[config.mk]
export PLATFORM = sky130hd
export DESIGN_NAME = result_readout
export DESIGN_NICKNAME = d
export VERILOG_FILES = /design/src/rtl/result_readout.sv
export SDC_FILE = /design/constraint.sdc
export NUM_CORES = 1
export LEC_CHECK = 0
export ABC_AREA = 1
export CAP_MARGIN = 40
export CELL_PAD_IN_SITES_DETAIL_PLACEMENT = 1
export CELL_PAD_IN_SITES_GLOBAL_PLACEMENT = 1
export CORE_MARGIN = 1
export CORE_UTILIZATION = 46
export CTS_CLUSTER_DIAMETER = 30
export DETAILED_ROUTE_END_ITERATION = 6
export GPL_TIMING_DRIVEN = 0
export PLACE_DENSITY_LB_ADDON = 0.1
export SETUP_SLACK_MARGIN = 0.3
export SLEW_MARGIN = 10
export SYNTH_ARGS = -nofsm -noshare
export SYNTH_HDL_FRONTEND = slang
export SYNTH_SLANG_ARGS = --single-unit
[constraint.sdc]
create_clock -name clk -period 3.8 [get_ports clk]
set_input_delay 1.14 -clock clk [delete_from_list [all_inputs] [get_ports clk]]
set_output_delay 1.14 -clock clk [all_outputs]
set_load 0.01 [all_outputs]
[src/rtl/result_readout.sv]
`default_nettype none
// ============================================================================
//  Module   : result_readout
//  Purpose  : Read side of the 2x2 result RAM. A debounced direction button
//             picks one result element, the element is read from RAM,
//             converted to BCD by a sequential double-dabble and scanned onto
//             a 4-digit seven-segment display (element number + 3 digits).
//  Ports    : clk, rst (async, active-high)
//             up/left/right/down_clean - debounced button levels
//             results_valid            - result RAM contents are stable
//             rd_en, rd_addr, rd_data  - synchronous RAM read port (1 cycle)
//             conv_done, sel_idx       - status of the displayed element
//             a..g, dp, anode          - active-low display drive
//  Revision : 1.0 - initial release
// ============================================================================
module result_readout #(
    parameter int DATA_W      = 8,
    parameter int ADDR_W      = 2,
    parameter int REFRESH_DIV = 100000
) (
    input  logic              clk,
    input  logic              rst,
    input  logic              up_clean,
    input  logic              left_clean,
    input  logic              right_clean,
    input  logic              down_clean,
    input  logic              results_valid,
    output logic              rd_en,
    output logic [ADDR_W-1:0] rd_addr,
    input  logic [DATA_W-1:0] rd_data,
    output logic              conv_done,
    output logic [1:0]        sel_idx,
    output logic              a,
    output logic              b,
    output logic              c,
    output logic              d,
    output logic              e,
    output logic              f,
    output logic              g,
    output logic              dp,
    output logic [3:0]        anode
);

    localparam int c_DIGITS = 3;
    localparam int c_BCD_W  = 4 * c_DIGITS;
    localparam int c_CNT_W  = $clog2(DATA_W + 1);
    localparam int c_REF_W  = (REFRESH_DIV > 1) ? $clog2(REFRESH_DIV) : 1;

    typedef enum logic [2:0] {
        S_IDLE    = 3'd0,
        S_READ    = 3'd1,
        S_WAIT    = 3'd2,
        S_CAPTURE = 3'd3,
        S_CONV    = 3'd4,
        S_DONE    = 3'd5
    } state_t;

    state_t               r_state;
    state_t               w_state_next;

    logic                 r_up_q;
    logic                 r_left_q;
    logic                 r_right_q;
    logic                 r_down_q;
    logic [3:0]           w_rise;
    logic                 w_accept;
    logic [1:0]           w_req_idx;

    logic [1:0]           r_idx;
    logic [DATA_W-1:0]    r_bin;
    logic [c_BCD_W-1:0]   r_bcd;
    logic [c_CNT_W-1:0]   r_bit_cnt;
    logic                 w_last_iter;
    logic [c_BCD_W-1:0]   w_bcd_adj;
    logic [c_BCD_W-1:0]   w_bcd_shift;
    logic [DATA_W-1:0]    w_bin_shift;

    logic [c_BCD_W-1:0]   r_disp_bcd;
    logic [1:0]           r_sel_idx;
    logic                 r_shown;
    logic                 r_conv_done;

    logic [c_REF_W-1:0]   r_refresh;
    logic [1:0]           r_digit;
    logic [3:0]           w_glyph;
    logic                 w_blank;
    logic                 w_dp_on;
    logic [6:0]           w_seg_on;
    logic [6:0]           w_segs;

    // ------------------------------------------------------------------
    // Button edge detection with fixed priority up > left > right > down
    // ------------------------------------------------------------------
    assign w_rise = {down_clean  & ~r_down_q,
                     right_clean & ~r_right_q,
                     left_clean  & ~r_left_q,
                     up_clean    & ~r_up_q};

    always_comb begin
        w_req_idx = 2'd0;
        if (w_rise[0])      w_req_idx = 2'd0;
        else if (w_rise[1]) w_req_idx = 2'd1;
        else if (w_rise[2]) w_req_idx = 2'd2;
        else if (w_rise[3]) w_req_idx = 2'd3;
    end

    assign w_accept    = (r_state == S_IDLE) && results_valid && (|w_rise);
    assign w_last_iter = (r_bit_cnt == c_CNT_W'(DATA_W - 1));

    // ------------------------------------------------------------------
    // Control FSM
    // ------------------------------------------------------------------
    always_ff @(posedge clk or posedge rst) begin
        if (rst) r_state <= S_IDLE;
        else     r_state <= w_state_next;
    end

    always_comb begin
        w_state_next = r_state;
        case (r_state)
            S_IDLE:    if (w_accept) w_state_next = S_READ;
            S_READ:    w_state_next = S_WAIT;
            S_WAIT:    w_state_next = S_CAPTURE;
            S_CAPTURE: w_state_next = S_CONV;
            S_CONV:    if (w_last_iter) w_state_next = S_DONE;
            S_DONE:    w_state_next = S_IDLE;
            default:   w_state_next = S_IDLE;
        endcase
        // A new multiply run invalidates whatever is being read
        if (!results_valid) w_state_next = S_IDLE;
    end

    assign rd_en   = (r_state == S_READ) && results_valid;
    assign rd_addr = ADDR_W'(r_idx);

    // ------------------------------------------------------------------
    // One double-dabble step: add 3 to nibbles >= 5, then shift left
    // ------------------------------------------------------------------
    always_comb begin
        w_bcd_adj = r_bcd;
        for (int i = 0; i < c_DIGITS; i++) begin
            if (r_bcd[i*4 +: 4] >= 4'd5)
                w_bcd_adj[i*4 +: 4] = r_bcd[i*4 +: 4] + 4'd3;
        end
        w_bcd_shift = {w_bcd_adj[c_BCD_W-2:0], r_bin[DATA_W-1]};
        w_bin_shift = {r_bin[DATA_W-2:0], 1'b0};
    end

    // ------------------------------------------------------------------
    // Datapath and status registers
    // ------------------------------------------------------------------
    always_ff @(posedge clk or posedge rst) begin
        if (rst) begin
            r_up_q      <= 1'b0;
            r_left_q    <= 1'b0;
            r_right_q   <= 1'b0;
            r_down_q    <= 1'b0;
            r_idx       <= 2'd0;
            r_bin       <= '0;
            r_bcd       <= '0;
            r_bit_cnt   <= '0;
            r_disp_bcd  <= '0;
            r_sel_idx   <= 2'd0;
            r_shown     <= 1'b0;
            r_conv_done <= 1'b0;
        end else begin
            // Edge registers track the buttons even while requests are ignored
            r_up_q    <= up_clean;
            r_left_q  <= left_clean;
            r_right_q <= right_clean;
            r_down_q  <= down_clean;

            if (!results_valid) begin
                r_shown     <= 1'b0;
                r_conv_done <= 1'b0;
            end else begin
                if (w_accept) begin
                    r_idx       <= w_req_idx;
                    r_conv_done <= 1'b0;
                end
                if (r_state == S_CAPTURE) begin
                    r_bin     <= rd_data;
                    r_bcd     <= '0;
                    r_bit_cnt <= '0;
                end
                if (r_state == S_CONV) begin
                    r_bin     <= w_bin_shift;
                    r_bcd     <= w_bcd_shift;
                    r_bit_cnt <= r_bit_cnt + 1'b1;
                    // Result is published on entry to DONE so conv_done and
                    // the display registers change in the same cycle.
                    if (w_last_iter) begin
                        r_disp_bcd  <= w_bcd_shift;
                        r_sel_idx   <= r_idx;
                        r_shown     <= 1'b1;
                        r_conv_done <= 1'b1;
                    end
                end
            end
        end
    end

    assign conv_done = r_conv_done;
    assign sel_idx   = r_sel_idx;

    // ------------------------------------------------------------------
    // Display refresh: digit scan 3 -> 2 -> 1 -> 0 -> 3
    // ------------------------------------------------------------------
    always_ff @(posedge clk or posedge rst) begin
        if (rst) begin
            r_refresh <= '0;
            r_digit   <= 2'd3;
        end else if (r_refresh == c_REF_W'(REFRESH_DIV - 1)) begin
            r_refresh <= '0;
            r_digit   <= r_digit - 2'd1;
        end else begin
            r_refresh <= r_refresh + 1'b1;
        end
    end

    always_comb begin
        w_glyph = 4'd0;
        w_blank = 1'b0;
        w_dp_on = 1'b0;
        case (r_digit)
            2'd3: begin
                w_glyph = {2'b00, r_sel_idx} + 4'd1;
                w_dp_on = 1'b1;
            end
            2'd2: begin
                w_glyph = r_disp_bcd[11:8];
                w_blank = (r_disp_bcd[11:8] == 4'd0);
            end
            2'd1: begin
                w_glyph = r_disp_bcd[7:4];
                w_blank = (r_disp_bcd[11:8] == 4'd0) && (r_disp_bcd[7:4] == 4'd0);
            end
            default: w_glyph = r_disp_bcd[3:0];
        endcase

        // Active-high pattern ordered {a,b,c,d,e,f,g}
        case (w_glyph)
            4'd0:    w_seg_on = 7'b1111110;
            4'd1:    w_seg_on = 7'b0110000;
            4'd2:    w_seg_on = 7'b1101101;
            4'd3:    w_seg_on = 7'b1111001;
            4'd4:    w_seg_on = 7'b0110011;
            4'd5:    w_seg_on = 7'b1011011;
            4'd6:    w_seg_on = 7'b1011111;
            4'd7:    w_seg_on = 7'b1110000;
            4'd8:    w_seg_on = 7'b1111111;
            4'd9:    w_seg_on = 7'b1111011;
            default: w_seg_on = 7'b0000000;
        endcase

        if (r_shown) begin
            anode  = ~(4'b0001 << r_digit);
            w_segs = w_blank ? 7'h7F : ~w_seg_on;
            dp     = ~w_dp_on;
        end else begin
            anode  = 4'b1111;
            w_segs = 7'h7F;
            dp     = 1'b1;
        end
    end

    assign {a, b, c, d, e, f, g} = w_segs;

endmodule
`default_nettype wire

======== Word-level counts from Yosys, hierarchy flattened ========
Memories as Yosys holds them, arrays and structs flattened.
Index checks and enable logic that the tools add are counted.
W data, S select, Z words.
storage, ports and cells
  flip-flop bits (word level) ............. 68
  ROM bits ................................ 112
  output and inout bits ................... 18
  logic and storage cells ................. 97
  memories kept ........................... 1
cells by class
  add/sub/neg operators ................... 7
  $lt $le $gt $ge ......................... 3
  equal/unequal tests ..................... 13
  shift-type cells ........................ 1
  mux-type cells .......................... 32
  bitwise gates (word level) .............. 11
  reduce and logical (&&, ||, !) cells .... 14
memory list
  memory            depth  width  rd ports  clocked after memory_dff  wr ports  line  RTL
  (name not given)  16     7      1         0                         0         242   case (w_glyph)
operators by type and width
  cell                     count
  $mux W12                 2
  $mux W4                  5
  $add A17 B1 Y17 const B  1
  $eq A17 B17 Y1 const B   1
  $mux W17                 1
  $mux W8                  2
  $pmux W3 S5              1
  $mux W7                  2
  $ge A4 B3 Y1 const B     3
  $mux W3                  4
  $pmux W4 S3              1
  $mux W1                  9
  $add A4 B2 Y4 const B    2
  $logic_not A4 Y1         2
  $mux W2                  4
  $reduce_and A2 Y1        4
  $not A7 Y7               1
  $eq A3 B2 Y1 const B     2
  $ne A3 B3 Y1 const B     2
  $not A1 Y1               5
  $add A4 B1 Y4 const B    1
  $and A1 B1 Y1            4
  $eq A2 B2 Y1 const B     2
  $eq A4 B3 Y1 const B     1
  15 further kinds         19

======== Logic depth before layout (Yosys ltp) ========
  depth in word-level cells ............... 8
  depth in mapped cells ................... 11

======== Worst setup path after synthesis ========
No wires, ideal clock.
  path type ............................... reg2out
  start ................................... register r_digit[0]
  end ..................................... output f
  arrival time ............................ 1.864 ns
  setup slack ............................. 0.796 ns
  stages on the path, launching flop included .. 12
  path buffers ............................ 0
  cell sequence ........................... dfstp_2 > inv_1 > ha_1 > nand2_1 > nand2_1 > o21bai_1 > inv_1 > ha_1 > inv_1 > nand3_1 > nand3_1 > nand3_1
between the ends
  word-level cells in the longest chain between the ends .. 6
  elaborated cells between the ends (all ways) .. 9
  those cells by class .................... eq/ne (3); mux (4); bitwise (1); memory (1)
RTL lines
  element                                       line  RTL
  start, declared                               84    logic [1:0] r_digit;
  start signal, assigned                        215   r_digit <= r_digit - 2'd1;
  $eq A2 B1 Y1 or $eq A2 B2 Y1 (tied branches)  225   case (r_digit)
  $pmux W4 S3                                   225
  $mem_v2 Z16 W7                                -
  $not A7 Y7                                    258   w_segs = w_blank ? 7'h7F : ~w_seg_on;
  $mux W7 (*)                                   258
  $mux W7 (*)                                   256   if (r_shown) begin
  end, declared                                 38    output logic f,
Mark *: on every way between the ends. The rest lies on a longest branch, timed or not.

======== Worst setup path after layout ========
  start ................................... register r_digit[0]
  end ..................................... output d
between the ends
  word-level cells in the longest chain between the ends .. 6
  elaborated cells between the ends (all ways) .. 9
  those cells by class .................... eq/ne (3); mux (4); bitwise (1); memory (1)
RTL lines
  element                                       line  RTL
  $eq A2 B1 Y1 or $eq A2 B2 Y1 (tied branches)  225
  $pmux W4 S3                                   225
  $mem_v2 Z16 W7                                -
  $not A7 Y7                                    258
  $mux W7 (*)                                   258
  $mux W7 (*)                                   256
  end, declared                                 36    output logic d,
Marked as above.

==> flow_summary.toml <==
[status]
outcome = "finished clean"

[drt]
routed-via-count = 3410
initialDrtViolationCount = 157
drc = 0
wl_um = 10760
final_antenna_net_count = 0
drt_pass1_iterations = 4
routed_wire_length_per_instance_um = 16.57
viasPerCell = 5.254

[logic_synthesis]
netlist.top_cell.by_area = "sky130_fd_sc_hd__dfrtp_1"
synth.yosys.warnings = 0
synth_adder_area_share = 0.06279
synth_edf_count = 0
yosys.area_share.xor_xnor = 0.02082
gate_count_of_the_mapped_netlist = 485
netlist_area_um2 = 3786
synth_top_family_by_area = "simple AND/OR/NAND/NOR gates"
synth_largest_type_area_fraction = 0.4362
post_synth_and_or_nand_nor_area_fraction = 0.2852
mappedNetlistNets = 519
muxShareOfSynthArea = 0
dominantRegCellSynth = "sky130_fd_sc_hd__dfrtp_1"
synth.distinct_cells = 35
synth_compound_area_frac = 0.09220
synth.ff_latch_count = 68
mean_post_synth_cell_area_um2 = 7.806
ys_top_cells_by_area = "sky130_fd_sc_hd__dfrtp_1, sky130_fd_sc_hd__nand2_1, sky130_fd_sc_hd__inv_1"
synth-async-reset-ratio = 1.000
synth_sequential_area_ratio = 0.4501

[worst_setup_path]
crit_path_max_incr_delay_ns = 0.62
cpLargestDelayFamily = "flip-flops"
crit_path_start_kind = "flip-flop"
critPathKind = "reg -> out"
crit-reg2reg-launch = "r_refresh[0]"
critical_path_buf_inv_count = 5
crit_path_max_fo = 6
worst_setup_path_startpoint = "r_digit[0]"
worst_ep_required_time_ns = 2.66
setup.worst_path.end_class = "primary output"
critPathArrivalTime_ns = 2.43
timing.critical_path.cells = "buf_6 -> buf_6 -> ha_4 -> nand2_4 -> nand2_4 -> nor2_4 -> nor2_4 -> buf_6 -> ha_4 -> inv_2 -> nand3_2 -> nand3_2 -> nand3_2 -> buf_6"
critical_path.most_common_cell = "sky130_fd_sc_hd__buf_6"
timing.critical_path.slowest_stage_cell = "sky130_fd_sc_hd__dfstp_2"

[floorplanning]
fp.dieW_um = 92.73
num_rows = 32
initial_utilization = 0.4825
fp.coreArea_um2 = 7848
io_pins = 33
die_area_um2 = 8598
die_y_um = 92.73

[timing]
fin_crit_sh = 0.9395
rsz0062_at_grt = "true"
report.final.slew_viol_count = 0
worst_slew_margin_rel = 0.7098
worst_slew_pin_slew_ns = 0.4328
clock_tree_skew_after_final_layout_ns = 0.01517
hold_violations = 0
layout_min_cycle_time_ns = 3.570
maxClockFrequency_ghz = 0.2801
finalSetupViolations = 0
final.setup.worst_slack_ns = 0.2299

[layout]
drive_gt1_frac = 0.1828
fillers = 972
syn_to_final_growth_pct = 25.25
final_util = 0.6043
diodes = 0
nets = 576

[global_routing]
first_pass_grt_wire_length_um = 16280
global_route.overflow_total = 0
first_global_vias = 3535
initial_antenna_violation_count = 0
pin_count_of_the_biggest_net_entering_global_routing = 58
grt_usage = 0.2419

[clock_network]
clock_tree.root_cell = "sky130_fd_sc_hd__clkbuf_8"
worst_setup_hold_path_clk_slew_ns = 0.07
maximum_number_of_buffers_from_clock_root_to_sink = 2
cts_hold_repair.buffers = 0
clock_tree_from_tritoncts = "built"
clk_latency_ns = 0.35
cts.sink_count = 68
cts_inserted_buffers = 9
cts_max_level = 3

[placement]
detailed_place_hpwl_um = 6926
dp_worst_setup_slack_ns = 0.02766
place.port_buffers = 32
place_congestion = 0.8355

[worst_hold_path]
holdCritStartpoint = "r_disp_bcd[0]"
hold_class = "reg -> reg"

[pwr]
power_density_nw_per_um2 = 435.4
total_power_mw = 2.065
peak_supply_drop_uv = 288.1
static-leakage-power_nw = 2.367

[run]
cap_violations = 0
==> synth_stat cells, types with 2 or more instances <==
library cell                 n
sky130_fd_sc_hd__nand2_1   147
sky130_fd_sc_hd__dfrtp_1    66
sky130_fd_sc_hd__inv_1      64
sky130_fd_sc_hd__nor2_1     47
sky130_fd_sc_hd__nand3_1    39
sky130_fd_sc_hd__o21ai_0    22
sky130_fd_sc_hd__ha_1       19
sky130_fd_sc_hd__o21ai_1     9
sky130_fd_sc_hd__xor2_1      7
sky130_fd_sc_hd__a21oi_1     6
sky130_fd_sc_hd__nor3_1      6
sky130_fd_sc_hd__o22ai_1     6
sky130_fd_sc_hd__buf_6       5
sky130_fd_sc_hd__o21ai_2     5
sky130_fd_sc_hd__a22oi_1     4
sky130_fd_sc_hd__nand4_1     3
sky130_fd_sc_hd__a31oi_1     2
sky130_fd_sc_hd__buf_4       2
sky130_fd_sc_hd__dfstp_2     2
sky130_fd_sc_hd__inv_2       2
sky130_fd_sc_hd__inv_4       2
sky130_fd_sc_hd__nand2_2     2
sky130_fd_sc_hd__nand2_4     2
sky130_fd_sc_hd__nor2_4      2
sky130_fd_sc_hd__o21bai_1    2
sky130_fd_sc_hd__or2_1       2
sky130_fd_sc_hd__xnor2_1     2
==> placed cells by master, fill, tap and decap left out, types with 5 or more instances in the layout <==
cell                              count
sky130_fd_sc_hd__o21ai_0             22
sky130_fd_sc_hd__nand2_2             11
sky130_fd_sc_hd__buf_6               11
sky130_fd_sc_hd__inv_1               58
sky130_fd_sc_hd__clkbuf_8             9
sky130_fd_sc_hd__xor2_1               7
sky130_fd_sc_hd__inv_4                6
sky130_fd_sc_hd__nor3_1               6
sky130_fd_sc_hd__nand3_2              5
sky130_fd_sc_hd__ha_1                13
sky130_fd_sc_hd__ha_4                 5
sky130_fd_sc_hd__a21oi_1              6
sky130_fd_sc_hd__o22ai_1              6
sky130_fd_sc_hd__o21ai_1              8
sky130_fd_sc_hd__nand3_1             34
sky130_fd_sc_hd__dfrtp_1             66
sky130_fd_sc_hd__clkdlybuf4s50_1     24
sky130_fd_sc_hd__o21ai_2              5
sky130_fd_sc_hd__buf_4               10
sky130_fd_sc_hd__nand2_1            136
sky130_fd_sc_hd__nor2_1              45
==> power by group <==
group / switching (mW) / total (mW) / internal (mW)
sequential: 0.0865 / 0.935 / 0.849
combinational: 0.333 / 0.524 / 0.190
clock: 0.299 / 0.606 / 0.306
total: 0.719 / 2.06 / 1.35
==> worst register-to-register path, stage by stage, from the launching register on <==
cell	delay (ns)
sky130_fd_sc_hd__dfrtp_1	0.40
sky130_fd_sc_hd__ha_1	0.18
sky130_fd_sc_hd__nand2_1	0.10
sky130_fd_sc_hd__inv_1	0.09
sky130_fd_sc_hd__nand2_1	0.15
sky130_fd_sc_hd__nor2_1	0.19
sky130_fd_sc_hd__nand3_1	0.30
sky130_fd_sc_hd__o21ai_0	0.30
==> final timing paths <==
path / to / cells past startpoint / slack [ns]
max: d / 14 / 0.23
min: r_disp_bcd[0] / 2 / 0.50
max reg2reg: r_digit[1] / 7 / 1.99
min reg2reg: r_disp_bcd[0] / 2 / 0.50
max in group asynchronous: r_digit[1] / 3 / 2.18
min in group asynchronous: r_refresh[15] / 2 / 1.06
==> logic make-up after synthesis <==
logic type      count (synthesis)
simple gates                  254
fa+ha+maj                      19
compound gates                 59
xor+xnor                        9
flops                          68
buf+inv                        76
==> registers in the layout (all words and copies together) (netlist names), 2 cells and up <==
register / flops
r_digit: 2
rd_addr: 2
sel_idx: 2
r_state: 3
r_bcd: 12
r_bin: 8
r_disp_bcd: 12
r_refresh: 17
r_bit_cnt: 4
==> layer usage <==
layer | vias to the layer above | share of wire | global-route usage
li1 | 1648 | - | -
met1 | 1688 | 0.43 | 0.2951
met2 | 54 | 0.52 | 0.4296
met3 | 20 | 0.024 | 0.05008
met4 | 0 | 0.024 | 0.07051
met5 | - | 0 | 0
==> layout make-up <==
type | count | area, um2 | share of cell area
plain buffers | 7 | 71.32 | 0.01504
clock buffers | 9 | 123.9 | 0.02612
clock inverters | 7 | 76.32 | 0.01609
inverters | 69 | 275.3 | 0.05805
multi-input cells | 341 | 1926 | 0.4061
flip-flops and latches | 68 | 1704 | 0.3594
well taps | 102 | 127.6 | 0.02691
repair buffers | 46 | 437.9 | 0.09235
==> through the flow <==
| step | hold WS [ns] | instances | TNS (ns) | instance area, um2 |
|---|---|---|---|---|
| after CTS | 0.4981 | 638 | 0 | 4508 |
| final | 0.5006 | 649 | 0 | 4742 |
| after global placement | 0.4672 | 619 | -18.27 | 4234 |
| after floorplan | 0.4471 | 485 | 0 | 3786 |
| after detailed placement | 0.4801 | 620 | 0 | 4264 |
| after global routing | 0.5216 | 649 | 0 | 4742 |
==> repair_timing <==
item / CTS / global route
setup endpoints to repair: 8 / 8
resized for setup: 22 / 58
pin swaps: 1 / 15
buffers inserted: 2 / 11
Power figures use the tool's default switching activity.
